<file path="src/rtl/lvds_rx_align_if.sv">
// Signal bundle between the LVDS training sequencer and the receiver/transmitter side.
// master = sequencer (lvds_rx_align_ctrl), slave = receiver/transmitter side.
interface lvds_rx_align_if #(
  parameter int C_LANE_NUM = 2
);
  logic                  START_I;
  logic [C_LANE_NUM-1:0] BIT_ALIGN_I;
  logic [C_LANE_NUM-1:0] BYTE_ALIGN_I;
  logic                  TRAIN_EN_O;
  logic [7:0]            COMP_VAL_O;
  logic                  INIT_REQ_O;
  logic                  LINK_UP_O;
  logic                  FAIL_O;
  logic [3:0]            RETRY_CNT_O;
  logic [C_LANE_NUM-1:0] LANE_ERR_O;
  logic [2:0]            STATE_O;

  modport master (
    input  START_I, BIT_ALIGN_I, BYTE_ALIGN_I,
    output TRAIN_EN_O, COMP_VAL_O, INIT_REQ_O, LINK_UP_O, FAIL_O,
           RETRY_CNT_O, LANE_ERR_O, STATE_O
  );

  modport slave (
    output START_I, BIT_ALIGN_I, BYTE_ALIGN_I,
    input  TRAIN_EN_O, COMP_VAL_O, INIT_REQ_O, LINK_UP_O, FAIL_O,
           RETRY_CNT_O, LANE_ERR_O, STATE_O
  );
endinterface

</file>
<file path="src/rtl/lvds_rx_align_ctrl.sv">
// LVDS receive-link training sequencer (CLKDIV domain): settle, align request, lock, link-up.
// Optional macro LVDS_ALIGN_AUTO_RETRAIN_EN: loss of lock in UP retrains instead of failing.
module lvds_rx_align_ctrl #(
  parameter int         C_LANE_NUM      = 2,
  parameter logic [7:0] C_TRAIN_PATTERN = 8'b01010101,
  parameter int         C_SETTLE_CYC    = 16,
  parameter int         C_REQ_PULSE_CYC = 1,
  parameter int         C_TIMEOUT_CYC   = 1024,
  parameter int         C_MAX_RETRY     = 4,
  parameter int         C_LOCK_CNT      = 8
) (
  input  logic           CLKDIV_I,
  input  logic           CLKDIV_RST_I,
  lvds_rx_align_if.master bus
);

  typedef enum logic [2:0] {
    S_IDLE   = 3'd0,
    S_SETTLE = 3'd1,
    S_REQ    = 3'd2,
    S_WAIT   = 3'd3,
    S_LOCK   = 3'd4,
    S_UP     = 3'd5,
    S_FAIL   = 3'd6
  } state_e;

  localparam logic [15:0] SETTLE_LAST = 16'(C_SETTLE_CYC - 1);
  localparam logic [15:0] REQ_LAST    = 16'(C_REQ_PULSE_CYC - 1);
  localparam logic [15:0] TMO_LAST    = 16'(C_TIMEOUT_CYC - 1);
  localparam logic [7:0]  LOCK_LAST   = 8'(C_LOCK_CNT - 1);
  localparam logic [3:0]  MAX_RETRY   = 4'(C_MAX_RETRY);

  state_e                state_q, state_d;
  logic [15:0]           cnt_q, cnt_d;
  logic [15:0]           tmo_q, tmo_d;
  logic [7:0]            lock_q, lock_d;
  logic [3:0]            retry_q, retry_d;
  logic [C_LANE_NUM-1:0] lane_err_q, lane_err_d;
  logic                  train_en_q, train_en_d;
  logic                  init_req_q, init_req_d;
  logic                  link_up_q, link_up_d;
  logic                  fail_q, fail_d;

  logic [C_LANE_NUM-1:0] aligned_s;
  logic                  all_ok_s;
  logic                  restart_s;
  logic [3:0]            retry_inc_s;

  assign aligned_s   = bus.BIT_ALIGN_I & bus.BYTE_ALIGN_I;
  assign all_ok_s    = &aligned_s;
  // START_I only acts from the resting states; in UP it also beats a simultaneous loss event.
  assign restart_s   = bus.START_I && ((state_q == S_IDLE) || (state_q == S_UP) || (state_q == S_FAIL));
  assign retry_inc_s = (retry_q == MAX_RETRY) ? retry_q : retry_q + 4'd1;

  // Next-state, counter and output-register logic
  always_comb begin
    state_d    = state_q;
    cnt_d      = cnt_q;
    tmo_d      = tmo_q;
    lock_d     = lock_q;
    retry_d    = retry_q;
    lane_err_d = lane_err_q;

    case (state_q)
      S_SETTLE: begin
        if (cnt_q == SETTLE_LAST) begin
          state_d = S_REQ;
          cnt_d   = 16'd0;
        end else begin
          cnt_d = cnt_q + 16'd1;
        end
      end
      S_REQ: begin
        if (cnt_q == REQ_LAST) begin
          state_d = S_WAIT;
          tmo_d   = 16'd0;
        end else begin
          cnt_d = cnt_q + 16'd1;
        end
      end
      S_WAIT: begin
        tmo_d = (tmo_q == TMO_LAST) ? tmo_q : tmo_q + 16'd1;
        if (all_ok_s) begin
          state_d = S_LOCK;
          lock_d  = 8'd0;
        end else if (tmo_q == TMO_LAST) begin
          lane_err_d = ~aligned_s;
          retry_d    = retry_inc_s;
          if (retry_inc_s == MAX_RETRY) begin
            state_d = S_FAIL;
          end else begin
            state_d = S_REQ;
            cnt_d   = 16'd0;
          end
        end else begin
          state_d = S_WAIT;
        end
      end
      S_LOCK: begin
        // Dropping back to WAIT keeps the timeout counter so one attempt stays bounded.
        if (!all_ok_s) begin
          state_d = S_WAIT;
        end else if (lock_q == LOCK_LAST) begin
          state_d = S_UP;
        end else begin
          lock_d = lock_q + 8'd1;
        end
      end
      S_UP: begin
        if (!all_ok_s) begin
          lane_err_d = ~aligned_s;
`ifdef LVDS_ALIGN_AUTO_RETRAIN_EN
          state_d = S_SETTLE;
          cnt_d   = 16'd0;
          tmo_d   = 16'd0;
          lock_d  = 8'd0;
          retry_d = 4'd0;
`else
          state_d = S_FAIL;
`endif
        end else begin
          state_d = S_UP;
        end
      end
      S_IDLE:  state_d = S_IDLE;
      S_FAIL:  state_d = S_FAIL;
      default: state_d = S_IDLE;
    endcase

    if (restart_s) begin
      state_d    = S_SETTLE;
      cnt_d      = 16'd0;
      tmo_d      = 16'd0;
      lock_d     = 8'd0;
      retry_d    = 4'd0;
      lane_err_d = '0;
    end else begin
      lane_err_d = lane_err_d;
    end

    train_en_d = (state_d == S_SETTLE) || (state_d == S_REQ) ||
                 (state_d == S_WAIT)   || (state_d == S_LOCK);
    init_req_d = (state_d == S_REQ);
    link_up_d  = (state_d == S_UP);
    fail_d     = (state_d == S_FAIL);
  end

  // State, counters and registered outputs with synchronous reset
  always_ff @(posedge CLKDIV_I) begin
    if (CLKDIV_RST_I) begin
      state_q    <= S_IDLE;
      cnt_q      <= 16'd0;
      tmo_q      <= 16'd0;
      lock_q     <= 8'd0;
      retry_q    <= 4'd0;
      lane_err_q <= '0;
      train_en_q <= 1'b0;
      init_req_q <= 1'b0;
      link_up_q  <= 1'b0;
      fail_q     <= 1'b0;
    end else begin
      state_q    <= state_d;
      cnt_q      <= cnt_d;
      tmo_q      <= tmo_d;
      lock_q     <= lock_d;
      retry_q    <= retry_d;
      lane_err_q <= lane_err_d;
      train_en_q <= train_en_d;
      init_req_q <= init_req_d;
      link_up_q  <= link_up_d;
      fail_q     <= fail_d;
    end
  end

  assign bus.COMP_VAL_O  = C_TRAIN_PATTERN;
  assign bus.STATE_O     = state_q;
  assign bus.TRAIN_EN_O  = train_en_q;
  assign bus.INIT_REQ_O  = init_req_q;
  assign bus.LINK_UP_O   = link_up_q;
  assign bus.FAIL_O      = fail_q;
  assign bus.RETRY_CNT_O = retry_q;
  assign bus.LANE_ERR_O  = lane_err_q;

endmodule
</file>
<file path="src/flat_wrapper.sv">
// flat-port wrapper written by rule: the top's interface ports become plain ports
module lvds_rx_align_ctrl_flat 
#(
  parameter int         C_LANE_NUM      = 2,
  parameter logic [7:0] C_TRAIN_PATTERN = 8'b01010101,
  parameter int         C_SETTLE_CYC    = 16,
  parameter int         C_REQ_PULSE_CYC = 1,
  parameter int         C_TIMEOUT_CYC   = 1024,
  parameter int         C_MAX_RETRY     = 4,
  parameter int         C_LOCK_CNT      = 8
)
  (CLKDIV_I, CLKDIV_RST_I, bus_START_I, bus_BIT_ALIGN_I, bus_BYTE_ALIGN_I, bus_TRAIN_EN_O, bus_COMP_VAL_O, bus_INIT_REQ_O, bus_LINK_UP_O, bus_FAIL_O, bus_RETRY_CNT_O, bus_LANE_ERR_O, bus_STATE_O);
  lvds_rx_align_if #(.C_LANE_NUM(C_LANE_NUM)) bus_i ();
  input  logic CLKDIV_I;
  input  logic CLKDIV_RST_I;
  input wire logic [$bits(bus_i.START_I)-1:0] bus_START_I;
  input wire logic [$bits(bus_i.BIT_ALIGN_I)-1:0] bus_BIT_ALIGN_I;
  input wire logic [$bits(bus_i.BYTE_ALIGN_I)-1:0] bus_BYTE_ALIGN_I;
  output wire logic [$bits(bus_i.TRAIN_EN_O)-1:0] bus_TRAIN_EN_O;
  output wire logic [$bits(bus_i.COMP_VAL_O)-1:0] bus_COMP_VAL_O;
  output wire logic [$bits(bus_i.INIT_REQ_O)-1:0] bus_INIT_REQ_O;
  output wire logic [$bits(bus_i.LINK_UP_O)-1:0] bus_LINK_UP_O;
  output wire logic [$bits(bus_i.FAIL_O)-1:0] bus_FAIL_O;
  output wire logic [$bits(bus_i.RETRY_CNT_O)-1:0] bus_RETRY_CNT_O;
  output wire logic [$bits(bus_i.LANE_ERR_O)-1:0] bus_LANE_ERR_O;
  output wire logic [$bits(bus_i.STATE_O)-1:0] bus_STATE_O;
  assign bus_i.START_I = bus_START_I;
  assign bus_i.BIT_ALIGN_I = bus_BIT_ALIGN_I;
  assign bus_i.BYTE_ALIGN_I = bus_BYTE_ALIGN_I;
  assign bus_TRAIN_EN_O = bus_i.TRAIN_EN_O;
  assign bus_COMP_VAL_O = bus_i.COMP_VAL_O;
  assign bus_INIT_REQ_O = bus_i.INIT_REQ_O;
  assign bus_LINK_UP_O = bus_i.LINK_UP_O;
  assign bus_FAIL_O = bus_i.FAIL_O;
  assign bus_RETRY_CNT_O = bus_i.RETRY_CNT_O;
  assign bus_LANE_ERR_O = bus_i.LANE_ERR_O;
  assign bus_STATE_O = bus_i.STATE_O;
  lvds_rx_align_ctrl #(.C_LANE_NUM(C_LANE_NUM), .C_TRAIN_PATTERN(C_TRAIN_PATTERN), .C_SETTLE_CYC(C_SETTLE_CYC), .C_REQ_PULSE_CYC(C_REQ_PULSE_CYC), .C_TIMEOUT_CYC(C_TIMEOUT_CYC), .C_MAX_RETRY(C_MAX_RETRY), .C_LOCK_CNT(C_LOCK_CNT)) u_core (.CLKDIV_I(CLKDIV_I), .CLKDIV_RST_I(CLKDIV_RST_I), .bus(bus_i));
endmodule
</file>
<file path="config.mk">
export PLATFORM = sky130hd
export DESIGN_NAME = lvds_rx_align_ctrl_flat
export DESIGN_NICKNAME = d
export VERILOG_FILES = /design/src/rtl/lvds_rx_align_if.sv /design/src/rtl/lvds_rx_align_ctrl.sv /design/src/flat_wrapper.sv
export SDC_FILE = /design/constraint.sdc
export NUM_CORES = 1
export LEC_CHECK = 0
export BUFFER_PORTS_ARGS = -buffer_cell sky130_fd_sc_hd__buf_2
export CAP_MARGIN = 0
export CORE_UTILIZATION = 50
export DETAILED_ROUTE_END_ITERATION = 10
export PLACE_DENSITY = 0.73
export SLEW_MARGIN = 15
export SYNTH_ARGS = -nofsm -noshare
export SYNTH_HDL_FRONTEND = slang
export SYNTH_SLANG_ARGS = --single-unit
</file>
<file path="constraint.sdc">
create_clock -name CLKDIV_I -period 2.3 [get_ports CLKDIV_I]
set_input_delay 0.46 -clock CLKDIV_I [delete_from_list [all_inputs] [get_ports CLKDIV_I]]
set_output_delay 0.46 -clock CLKDIV_I [all_outputs]
set_load 0.05 [all_outputs]
</file>
# == Word level (Yosys, flattened, before mapping) ==
# Cells that the tools add are included.
# Widths: inputs -> output; s select.
# totals
regBits,53
latch_bits,0
ram_bits,0
rom_bits,0
input_bits,7
out_inout_bits,21
wordCells,91
n_memories,0
# op_classes
add_sub_neg,4
multipliers,0
n_div,0
n_lt_le_gt_ge,0
n_eq_ne,27
n_shift,0
n_mux,28
n_bitwise,3
reduce_logical,19
# ops
op,n
$mux 16,7
$pmux 16 s3,1
$add 16x1->16 const B,2
$pmux 16 s2,1
$mux 3,8
$mux 8,3
$eq 3x3->1 const B,6
$pmux 3 s6,1
$eq 16x10->1 const B,1
$eq 16x4->1 const B,1
$logic_not 16->1,1
$pmux 8 s2,1
$eq 3x2->1 const B,4
$ne 2x2->1 const B,6
$add 8x1->8 const B,1
$eq 4x3->1 const B,2
$eq 8x3->1 const B,1
$mux 2,4
$ne 2x1->1 const B,4
$reduce_and 4->1,2
$eq 3x1->1 const B,2
$reduce_and 3->1,2
$reduce_bool 2->1,3
$logic_or 1x1->1,5
12 further kinds,12

# == Longest topological paths before layout ==
# Gate-level depths: netlist of the first run.
# logic_depth
word_depth,12
depth_mapped,9
mapped_depth_nobuf,7

# == Worst setup path before layout of the first run ==
# No wires, ideal clock.
# synth_path
path_type,register to register
from,"register u_core.retry_q[0], in the netlist u_core.bus.RETRY_CNT_O[0]"
to,"register u_core.link_up_q, in the netlist u_core.bus.LINK_UP_O"
setup_time_ns,0.092
arrival_time_ns,2.597
required_ns,2.208
setup_slack_ns,-0.389
stages_incl_launch_ff,9
path_buffers,1
synth_period_minus_slack_ns,2.689
path_cell_list,dfxtp_1 inv_1 ha_1 or4b_2 o211ai_1 clkbuf_1 nand3_1 and2_1 nor4_1
# synth_between
elab_chain_cells,9
elab_cells_between_ends,10
classes_between,add/sub: 1; eq/ne: 3; mux: 6
# synth_rtl
item,line,source
"start, declared",lvds_rx_align_ctrl.sv:37,"logic [3:0] retry_q, retry_d;"
"start signal, assigned",lvds_rx_align_ctrl.sv:166,retry_q <= retry_d;
$add 4x1->4 / $eq 4x3->1 (equally long branches),lvds_rx_align_ctrl.sv:53,assign retry_inc_s = (retry_q == MAX_RETRY) ? retry_q : retry_q + 4'd1;
$mux 4 *,lvds_rx_align_ctrl.sv:53,
$eq 4x3->1 *,lvds_rx_align_ctrl.sv:89,if (retry_inc_s == MAX_RETRY) begin
$mux 3 *,lvds_rx_align_ctrl.sv:89,
$mux 3 *,lvds_rx_align_ctrl.sv:86,end else if (tmo_q == TMO_LAST) begin
$mux 3 *,lvds_rx_align_ctrl.sv:83,if (all_ok_s) begin
$pmux 3 s6 *,lvds_rx_align_ctrl.sv:64,case (state_q)
$mux 3 *,lvds_rx_align_ctrl.sv:130,if (restart_s) begin
$eq 3x3->1 *,lvds_rx_align_ctrl.sv:144,link_up_d = (state_d == S_UP);
"end signal, assigned",lvds_rx_align_ctrl.sv:170,link_up_q <= link_up_d;
"end, declared",lvds_rx_align_ctrl.sv:41,"logic link_up_q, link_up_d;"
# Every way passes the cells marked *; elsewhere a longest branch is shown, timed or not.
# A chain may end at the register's enable or synchronous reset.

# == Final worst setup path of the first run ==
# layout_path
from,register u_core.tmo_q[1]
to,register u_core.tmo_q[15]
# layout_between
elab_chain_cells,3
elab_cells_between_ends,6
classes_between,add/sub: 1; eq/ne: 2; mux: 2; reduce/logical: 1
# layout_rtl
item,line,source
"start, declared",lvds_rx_align_ctrl.sv:35,"logic [15:0] tmo_q, tmo_d;"
"start signal, assigned",lvds_rx_align_ctrl.sv:164,tmo_q <= tmo_d;
$add 16x1->16 / $eq 16x10->1 (equally long branches),lvds_rx_align_ctrl.sv:82,tmo_d = (tmo_q == TMO_LAST) ? tmo_q : tmo_q + 16'd1;
$mux 16 / $ne 2x2->1 (equally long branches),n/a,
$pmux 16 s2 / $reduce_and 3->1 (equally long branches),n/a,
# Several ways; a longest one is shown, not always the timed one. The select of a mux whose other input is x is not followed.

==> impl_metrics.tcl, run 1 <==
set metrics [dict create \
    drt-pass1-iter-count 5 \
    synth_flop_cell "dfxtp_1" \
    fillerInstances 525 \
    die_area_um2 6660 \
    core_area_um2 6030 \
    rows 28 \
    finalPower_mw 1.62 \
    path_buf_inv 1 \
    grt_pass1_vias 2832 \
    clock_path_buffers 2 \
    period_minus_slack_ns 2.32 \
    async_reset_ff_share_pct 0 \
    die_x_um 81.6 \
    pin_count 28 \
    drv_cap 0 \
    drc 0 \
    ir_drop_v 0.000314 \
    area_delta_synth_final_pct 18.4 \
    antennaDiodeCount 0 \
    ys.warnings.count 0 \
    h-tree-depth 2 \
    crit_chain "ha_4 -> or4b_4 -> or4_4 -> a22oi_4 -> buf_12 -> nor4_1 -> mux2i_1" \
    yosysUniqueCellTypes 61 \
    wire_per_inst_um 15.2 \
    routed_wl_um 7650 \
    cts_buffers 5 \
    dr_total_vias 3076 \
    antenna_left 0 \
    crit_slowest_cell "or4_4" \
    grt_overflow 0 \
    max_freq_ghz 0.431 \
    place_congestion 0.833 \
    grt.total_usage_pct 23.6 \
    antenna_found_initial 0 \
    insertion_delay_ns 0.31 \
    hp-class "input pin to flop" \
    critPathCaptureType "flop" \
    fin_hold_ws_ns 0.387 \
    start_kind "flop" \
    hold_viol_final 0 \
    synthCells 390 \
    seq_area_frac_synth_pct 33.5 \
    status "finished with violations" \
    layout_commonest_cell "dfxtp_1" \
    postSynthAreaPerCell_um2 8.12 \
    synth-edff-count 0 \
    slew_headroom_pct 61.3 \
    synth_area_leaders "dfxtp_1 (33%), a21oi_1 (4.6%), or4_1 (4.0%)" \
    drive_gt1_share_pct 21.9 \
    clockRootBuffer "clkbuf_8" \
    rsz0062_at_grt "yes" \
    hold_buffers 0 \
    grt_max_degree 31 \
    finClkSkew_ns 0.0109 \
    setup_viol 6 \
    final_nets 441 \
    cp.arrival_ns 2.52 \
    leakagePower_nw 1.28 \
    worstRegToRegCells 7 \
    yosys.area.top_type "dfxtp_1" \
    viasPerCell 6.10 \
    cp.depth 7 \
    die_h_um 81.6 \
    cpLargestDelayFamily "simple AND/OR/NAND/NOR gates" \
    finalMaxSlewViolations 0 \
    clkTransAtPathRegs_ns 0.10 \
    max_slew.worst_pin.slew_ns 0.566 \
    cts_sinks 53 \
    netlist_area_um2 3170 \
    cts_tree "built" \
    violations "setup timing" \
    start_util_pct 52.6 \
    synth_top_area_share_pct 33.5 \
    path_max_fanout 25 \
    min_path_cells 2 \
    synth-seq-cells 53 \
    timing.final.ws_setup_ns -0.0229 \
    worstSetupPathType "flop to flop" \
    drt_iter0_drc 197 \
    fin_crit_sh_pct 101 \
    cp.required_ns 2.50 \
    numPortBuffers 19 \
    hpwl_um 5410 \
    cellPowerDensity_nw_per_um2 433 \
    grt_pass1_wl_um 12400 \
    max_stage_delay_ns 0.62 \
    final_cell_mix "dfxtp_1 (47), nand2_1 (29), buf_4 (29)" \
]
final timing paths:
path	startpoint	endpoint	slack (ns)
max	u_core.tmo_q[1]	u_core.tmo_q[15]	-0.02
min	CLKDIV_RST_I	u_core.bus.STATE_O[0]	0.39
max reg2reg	u_core.tmo_q[1]	u_core.tmo_q[15]	-0.02
min reg2reg	u_core.tmo_q[15]	u_core.tmo_q[15]	0.48
logic make-up after synthesis:
kind of cell | share of synthesized area [%]
AO/OA/AOI/OAI | 25.0
XOR/XNOR | 2.49
adder cells (fa/ha/maj) | 2.69
buffers and inverters | 7.43
flip-flops | 33.5
multiplexers | 0.987
other | 0.237
AND/OR/NAND/NOR | 27.6
flip-flops by register name, summed over array words and instances, names as in the netlist:
signal / flops
u_core.cnt_q: 16
u_core.tmo_q: 16
u_core.lock_q: 8
u_core.bus.RETRY_CNT_O: 4
u_core.bus.STATE_O: 3
u_core.bus.LANE_ERR_O: 2
u_core.bus.FAIL_O: 1
u_core.bus.INIT_REQ_O: 1
u_core.bus.LINK_UP_O: 1
u_core.bus.TRAIN_EN_O: 1
final cells by class:
type	instances	area [µm²]	share of cell area, %
Tap cell	75	93.8	2.50
Sequential cell	53	1070	28.6
Inverter	21	78.8	2.10
Clock inverter	2	13.8	0.367
Clock buffer	6	72.6	1.93
Multi-Input combinational cell	293	2010	53.6
Timing Repair Buffer	54	407	10.8
synthesized netlist by cell type, types with 8 or more instances:
| cell type | instances |
|---|---|
| a211oi_1 | 11 |
| clkbuf_1 | 17 |
| or4_1 | 17 |
| nand4_1 | 17 |
| dfxtp_1 | 53 |
| o31ai_1 | 10 |
| nand3_1 | 21 |
| xnor2_1 | 8 |
| buf_4 | 8 |
| nor2_1 | 21 |
| a31oi_1 | 8 |
| a21oi_1 | 29 |
| o211ai_1 | 13 |
| nand2_1 | 29 |
| inv_1 | 21 |
per-layer routing:
| layer | vias up | part of all wire [%] | track usage [%] |
|---|---|---|---|
| met5 | - | 0 | 0 |
| met4 | 0 | 0.73 | 7.19 |
| met3 | 7 | 3.1 | 3.33 |
| met2 | 62 | 50 | 42.3 |
| met1 | 1457 | 46 | 29.0 |
| li1 | 1550 | - | - |
power breakdown:
part	internal (mW)	switching, mW
Clock	0.218	0.313
Combinational	0.0471	0.119
Sequential	0.919	0.00811
Total	1.18	0.439
metrics by stage:
stage / utilization [%] / instance area, µm² / cells / setup slack (ns) / TNS, ns
2_1_floorplan: - / 3240 / 396 / -0.0107 / -0.0107
5_1_grt: 62.3 / 3750 / 504 / -0.102 / -1.30
3_5_place_dp: 59.0 / 3550 / 494 / 0.0274 / 0
4_1_cts: 60.4 / 3640 / 502 / 0.00837 / 0
3_3_place_gp: 59.0 / 3550 / 494 / 0.0600 / 0
6_report: 62.3 / 3750 / 504 / -0.0229 / -0.0979
what timing repair did:
action	in CTS	in global routing
buffers inserted	0	1
gates resized for setup	0	22
endpoints found under the setup margin	0	37
Note: power is estimated with default switching activity, not from simulation.
==> inputs of run 2 (changes only) <==
--- a/config.mk
+++ b/config.mk
@@ -8,7 +8,7 @@
 export BUFFER_PORTS_ARGS = -buffer_cell sky130_fd_sc_hd__buf_2
 export CAP_MARGIN = 0
-export CORE_UTILIZATION = 50
+export CORE_UTILIZATION = 36
 export DETAILED_ROUTE_END_ITERATION = 10
-export PLACE_DENSITY = 0.73
+export PLACE_DENSITY = 0.57
 export SLEW_MARGIN = 15
 export SYNTH_ARGS = -nofsm -noshare
==> constraint.sdc (replaced) <==
create_clock -name CLKDIV_I -period 2.3 [get_ports CLKDIV_I]
set_input_delay 0.23 -clock CLKDIV_I [delete_from_list [all_inputs] [get_ports CLKDIV_I]]
set_output_delay 0.23 -clock CLKDIV_I [all_outputs]
set_load 0.05 [all_outputs]
==> run 2 against run 1 <==
The run now ends clean. Routed wire length up 6.0%. Non-clock buffer count rose by 1. Clock power up 24%. Die area increased by 38%. Setup slack better by 0.053 ns. Final cell count is 6.2% higher. Global-route usage decreased by 4.8 points. Clock skew shrank 0.0025 ns. Core utilization down 17 points. Via count up 0.98%. Critical path type unchanged. Critical endpoint is now u_core.tmo_q[7]. Largest cell class unchanged. Largest power group unchanged.
==> impl_metrics.tcl, run 2 (same netlist as run 1, synthesis figures left out) <==
set metrics [dict create \
    rows 33 \
    status "completed" \
    drive_gt1_share_pct 21.6 \
    hold_viol_final 0 \
    finalMaxSlewViolations 0 \
    antenna_found_initial 0 \
    grt_overflow 0 \
    drt-pass1-iter-count 6 \
    grt_max_degree 31 \
    place_inst 527 \
    cpLargestDelayFamily "simple AND/OR/NAND/NOR gates" \
    drc 0 \
    hold_buffers 0 \
    layout_commonest_cell "dfxtp_1" \
    routed_wl_um 8110 \
    cts_sinks 53 \
    clockRootBuffer "clkbuf_8" \
    max_freq_ghz 0.441 \
    h-tree-depth 2 \
    cp.required_ns 2.55 \
    hp-class "input pin to flop" \
    crit_chain "ha_4 -> or4b_4 -> or4_4 -> a22oi_4 -> buf_12 -> o31ai_1 -> a21oi_1" \
    cts_tree "built" \
    largestRegisters "u_core.cnt_q (16), u_core.tmo_q (16), u_core.lock_q (8)" \
    hpwl_um 5930 \
    max_slew.worst_pin.slew_ns 0.591 \
    grt.total_usage_pct 18.8 \
    die_h_um 95.8 \
    period_minus_slack_ns 2.27 \
    tns_ns 0 \
    setup_viol 0 \
    area_delta_synth_final_pct 19.3 \
    cellPowerDensity_nw_per_um2 463 \
    rsz0062_at_grt "yes" \
    final_cells 535 \
    clock_path_buffers 2 \
    die_x_um 95.8 \
    dr_total_vias 3106 \
    pin_count 28 \
    drt_iter0_drc 172 \
    die_area_um2 9180 \
    grt_pass1_vias 2863 \
    critPathCaptureType "flop" \
    clkTransAtPathRegs_ns 0.10 \
    start_kind "flop" \
    viasPerCell 5.81 \
    final_cell_mix "dfxtp_1 (47), buf_4 (33), a21oi_1 (29), nand2_1 (29), nor2_1 (21)" \
    path_buf_inv 1 \
    cts_buffers 5 \
    start_util_pct 37.8 \
    leakagePower_nw 1.29 \
    wire_per_inst_um 15.2 \
    antenna_left 0 \
    final_util_pct 45.1 \
    place_congestion 0.841 \
    fin_hold_ws_ns 0.171 \
    fin_crit_sh_pct 98.7 \
    worstSetupPathType "flop to flop" \
    slew_headroom_pct 60.6 \
    finalPower_mw 1.75 \
    final_nets 442 \
    antennaDiodeCount 0 \
    finClkSkew_ns 0.00845 \
    grt_pass1_wl_um 13700 \
    numPortBuffers 19 \
    ir_drop_v 0.000249 \
    insertion_delay_ns 0.31 \
    crit_slowest_cell "or4_4" \
    core_area_um2 8380 \
    path_max_fanout 25 \
    drv_cap 0 \
    max_stage_delay_ns 0.56 \
    cp.arrival_ns 2.52 \
]
==> run 2: cell types whose count changed in the layout (fill, tap and decap cells not counted), sizes merged <==
| cell | change |
|---|---|
| clkbuf | -1 |
| bufinv | +1 |
| buf | +1 |
==> run 2: cell type report <==
cell class	instances	area, µm²
inverters	21	78.8
fillers	832	4600
well taps	105	131
multi-input cells	293	1980
clock buffers	5	68.8
clock inverters	3	43.8
flip-flops and latches	53	1070
repair buffers	55	403
==> run 2: path summary, 6_finish.rpt <==
path / startpoint / slack (ns) / endpoint / cells after the start
setup / recovery: u_core.tmo_q[1] / 0.03 / u_core.tmo_q[7] / 7
hold / removal: CLKDIV_RST_I / 0.17 / u_core.bus.STATE_O[0] / 2
setup reg to reg: u_core.tmo_q[1] / 0.03 / u_core.tmo_q[7] / 7
hold reg to reg: u_core.tmo_q[15] / 0.49 / u_core.tmo_q[15] / 2
==> run 2: timing repair <==
| action | in CTS | in global routing |
|---|---|---|
| setup buffers | 0 | 0 |
| gates resized for setup | 0 | 14 |
| setup endpoints to repair | 0 | 23 |
==> run 2: stage by stage <==
stage          setup WS [ns]  instance area, µm²
2_1_floorplan        -0.0107                3240
3_3_place_gp           0.105                3610
3_5_place_dp          0.0452                3610
4_1_cts               0.0308                3730
5_1_grt              -0.0413                3780
6_report              0.0301                3780
==> run 2: routing by layer <==
layer	track usage, %	vias to the layer above	part of all wire (%)
met4	3.98	0	0.89
met1	26.9	1462	51
met3	3.24	6	3.9
met5	0	-	0
li1	-	1552	-
met2	29.5	86	45
==> run 2: where the power goes <==
part           switching (mW)  internal, mW  total [mW]
Clock                   0.329         0.327       0.656
Sequential            0.00808         0.920       0.928
Combinational           0.120        0.0461       0.166
==> inputs of run 3 (changes only) <==
- CORE_UTILIZATION: 36 -> 30
- PLACE_DENSITY: 0.57 -> 0.49
==> run 3 against run 2 <==
Maximum frequency down 0.93%. Via count down 1.5%. First-iteration DRC count up 2.9%. Design area up 1.1%. Die area up 20%. Critical endpoint is now u_core.tmo_q[13]. Critical path depth unchanged. Global-route usage down 3.1 points. Non-clock buffer count up 4. Setup slack worse by 0.021 ns. Highest routed layer unchanged.
==> impl_metrics.tcl, run 3 (same netlist as run 1, synthesis figures left out) <==
set metrics [dict create \
    status "completed" \
    start_util_pct 30.8 \
    ir_drop_v 0.000240 \
    path_max_fanout 25 \
    grt_overflow 0 \
    antenna_found_initial 0 \
    critPathCaptureType "flop" \
    drv_cap 0 \
    finClkSkew_ns 0.0105 \
    rsz0062_at_grt "yes" \
    wire_per_inst_um 14.9 \
    pin_count 28 \
    numPortBuffers 19 \
    r2r_setup_slack_ns 0.009 \
    cp.required_ns 2.49 \
    h-tree-depth 2 \
    p_int_mw 1.21 \
    grt_max_degree 31 \
    rows 37 \
    min_from "CLKDIV_RST_I" \
    highest_layer "met4" \
    die_h_um 105 \
    place_inst 559 \
    period_minus_slack_ns 2.29 \
    final_cell_mix "dfxtp_1 (47), buf_4 (34), a21oi_1 (29), nand2_1 (29)" \
    min_path_cells 2 \
    final_area_um2 3820 \
    cts_tree "built" \
    core_area_um2 10300 \
    hold_viol_final 0 \
    antennaDiodeCount 0 \
    final_util_pct 37.2 \
    tns_ns 0 \
    finalMaxSlewViolations 0 \
    start_kind "flop" \
    drt-pass1-iter-count 5 \
    wl_met3_um 415 \
    p_comb_share_pct 10.5 \
    cp.arrival_ns 2.48 \
    cts_sinks 53 \
    wl_met2_um 3630 \
    place_congestion 0.795 \
    clkTransAtPathRegs_ns 0.10 \
    die_area_um2 11000 \
    grt.total_usage_pct 15.7 \
    max_freq_ghz 0.436 \
    die_x_um 105 \
    drc 0 \
    clockRootBuffer "clkbuf_8" \
    hp-class "input pin to flop" \
    largestRegisters "u_core.cnt_q (16), u_core.tmo_q (16), u_core.lock_q (8)" \
    final_cells 569 \
    cts_buffers 5 \
    dr_total_vias 3059 \
    fin_hold_ws_ns 0.167 \
    swShare_pct 26.3 \
    clock_path_buffers 2 \
    reg2reg_from "u_core.tmo_q[1]" \
    fin_crit_sh_pct 99.6 \
    dpl_cell_area_um2 3660 \
    slew_headroom_pct 66.7 \
    holdPathEnd "u_core.bus.STATE_O[0]" \
    drt_iter0_drc 177 \
    clkPwrFrac_pct 33.0 \
    leakagePower_nw 1.30 \
    drive_gt1_share_pct 20.6 \
    antenna_left 0 \
    r2r_end "u_core.tmo_q[13]" \
    hpwl_um 6130 \
    insertion_delay_ns 0.30 \
    viasPerCell 5.38 \
    routed_wl_um 8480 \
    area_delta_synth_final_pct 20.6 \
    grt_pass1_vias 2757 \
    p_sw_mw 0.432 \
    final_nets 446 \
    worstRegToRegCells 7 \
    p_seq_share_pct 56.5 \
    grt_pass1_wl_um 14100 \
    cp-startpoint "u_core.tmo_q[1]" \
    layout_commonest_cell "dfxtp_1" \
    cellPowerDensity_nw_per_um2 429 \
    setup_viol 0 \
    m1WireLength_um 4330 \
    max_slew.worst_pin.slew_ns 0.487 \
    worstSetupPathType "flop to flop" \
]
## run 3: changes by cell type in the layout (fill, tap and decap cells not counted), moves of 2 or more
cell / delta
buf_6: +2
nor4_1: +2
nor4_2: -2
o21ai_2: -2
or4_1: +2
or4_4: -2
## run 3: metal layers
metal / vias to the layer above / GRT usage [%]
met2: 81 / 23.6
met3: 8 / 2.56
met5: - / 0
li1: 1560 / -
met4: 0 / 3.92
met1: 1410 / 23.2
## run 3: worst max-delay path, cell delays in order, from the launching register on
cell and delay (ns):
dfxtp_4 0.38, ha_4 0.13, or4b_4 0.48, or4_4 0.58, a22oi_4 0.22, buf_12 0.18, nor4_1 0.08, mux2i_1 0.13
## run 3: worst max-delay path by stage
stage                           endpoint  slack, ns  depth (start not counted)
6_report                u_core.tmo_q[13]      0.009                          7
5_1_grt                  u_core.cnt_q[6]      -0.06                          8
3_5_place_dp            u_core.tmo_q[15]       0.04                          7
4_1_cts                 u_core.tmo_q[15]       0.02                          7
3_3_place_gp   u_core.bus.RETRY_CNT_O[0]       0.05                          6
2_1_floorplan       u_core.bus.LINK_UP_O      -0.01                          8
## run 3: power groups by stage
| stage | sequential (mW) | clock, mW | combinational [mW] |
|---|---|---|---|
| global placement | 0.949 | 0 | 0.170 |
| global route | 0.928 | 0.610 | 0.186 |
| floorplan | 0.955 | 0 | 0.114 |
| CTS | 0.928 | 0.569 | 0.171 |
| detailed placement | 0.949 | 0 | 0.171 |
| finish | 0.926 | 0.542 | 0.172 |
## run 3: area by class of cell
cell class | count | area [µm²]
clock buffers | 7 | 86.3
fillers | 1088 | 6460
inverters | 21 | 78.8
multi-input cells | 293 | 1970
flip-flops and latches | 53 | 1070
well taps | 136 | 170
repair buffers | 59 | 438
## run 3: through the flow
stage | power [mW] | setup WS, ns
3_5_place_dp | 1.12 | 0.0374
5_1_grt | 1.72 | -0.0626
2_1_floorplan | 1.07 | -0.0107
4_1_cts | 1.67 | 0.0194
3_3_place_gp | 1.12 | 0.0533
6_report | 1.64 | 0.00874
## run 3: what timing repair did
| item | in CTS | in global routing |
|---|---|---|
| hold buffers | 0 | 0 |
| hold endpoints to repair | 0 | 0 |
| buffers inserted | 0 | 2 |
| endpoints found under the setup margin | 0 | 35 |
| resized for setup | 0 | 11 |
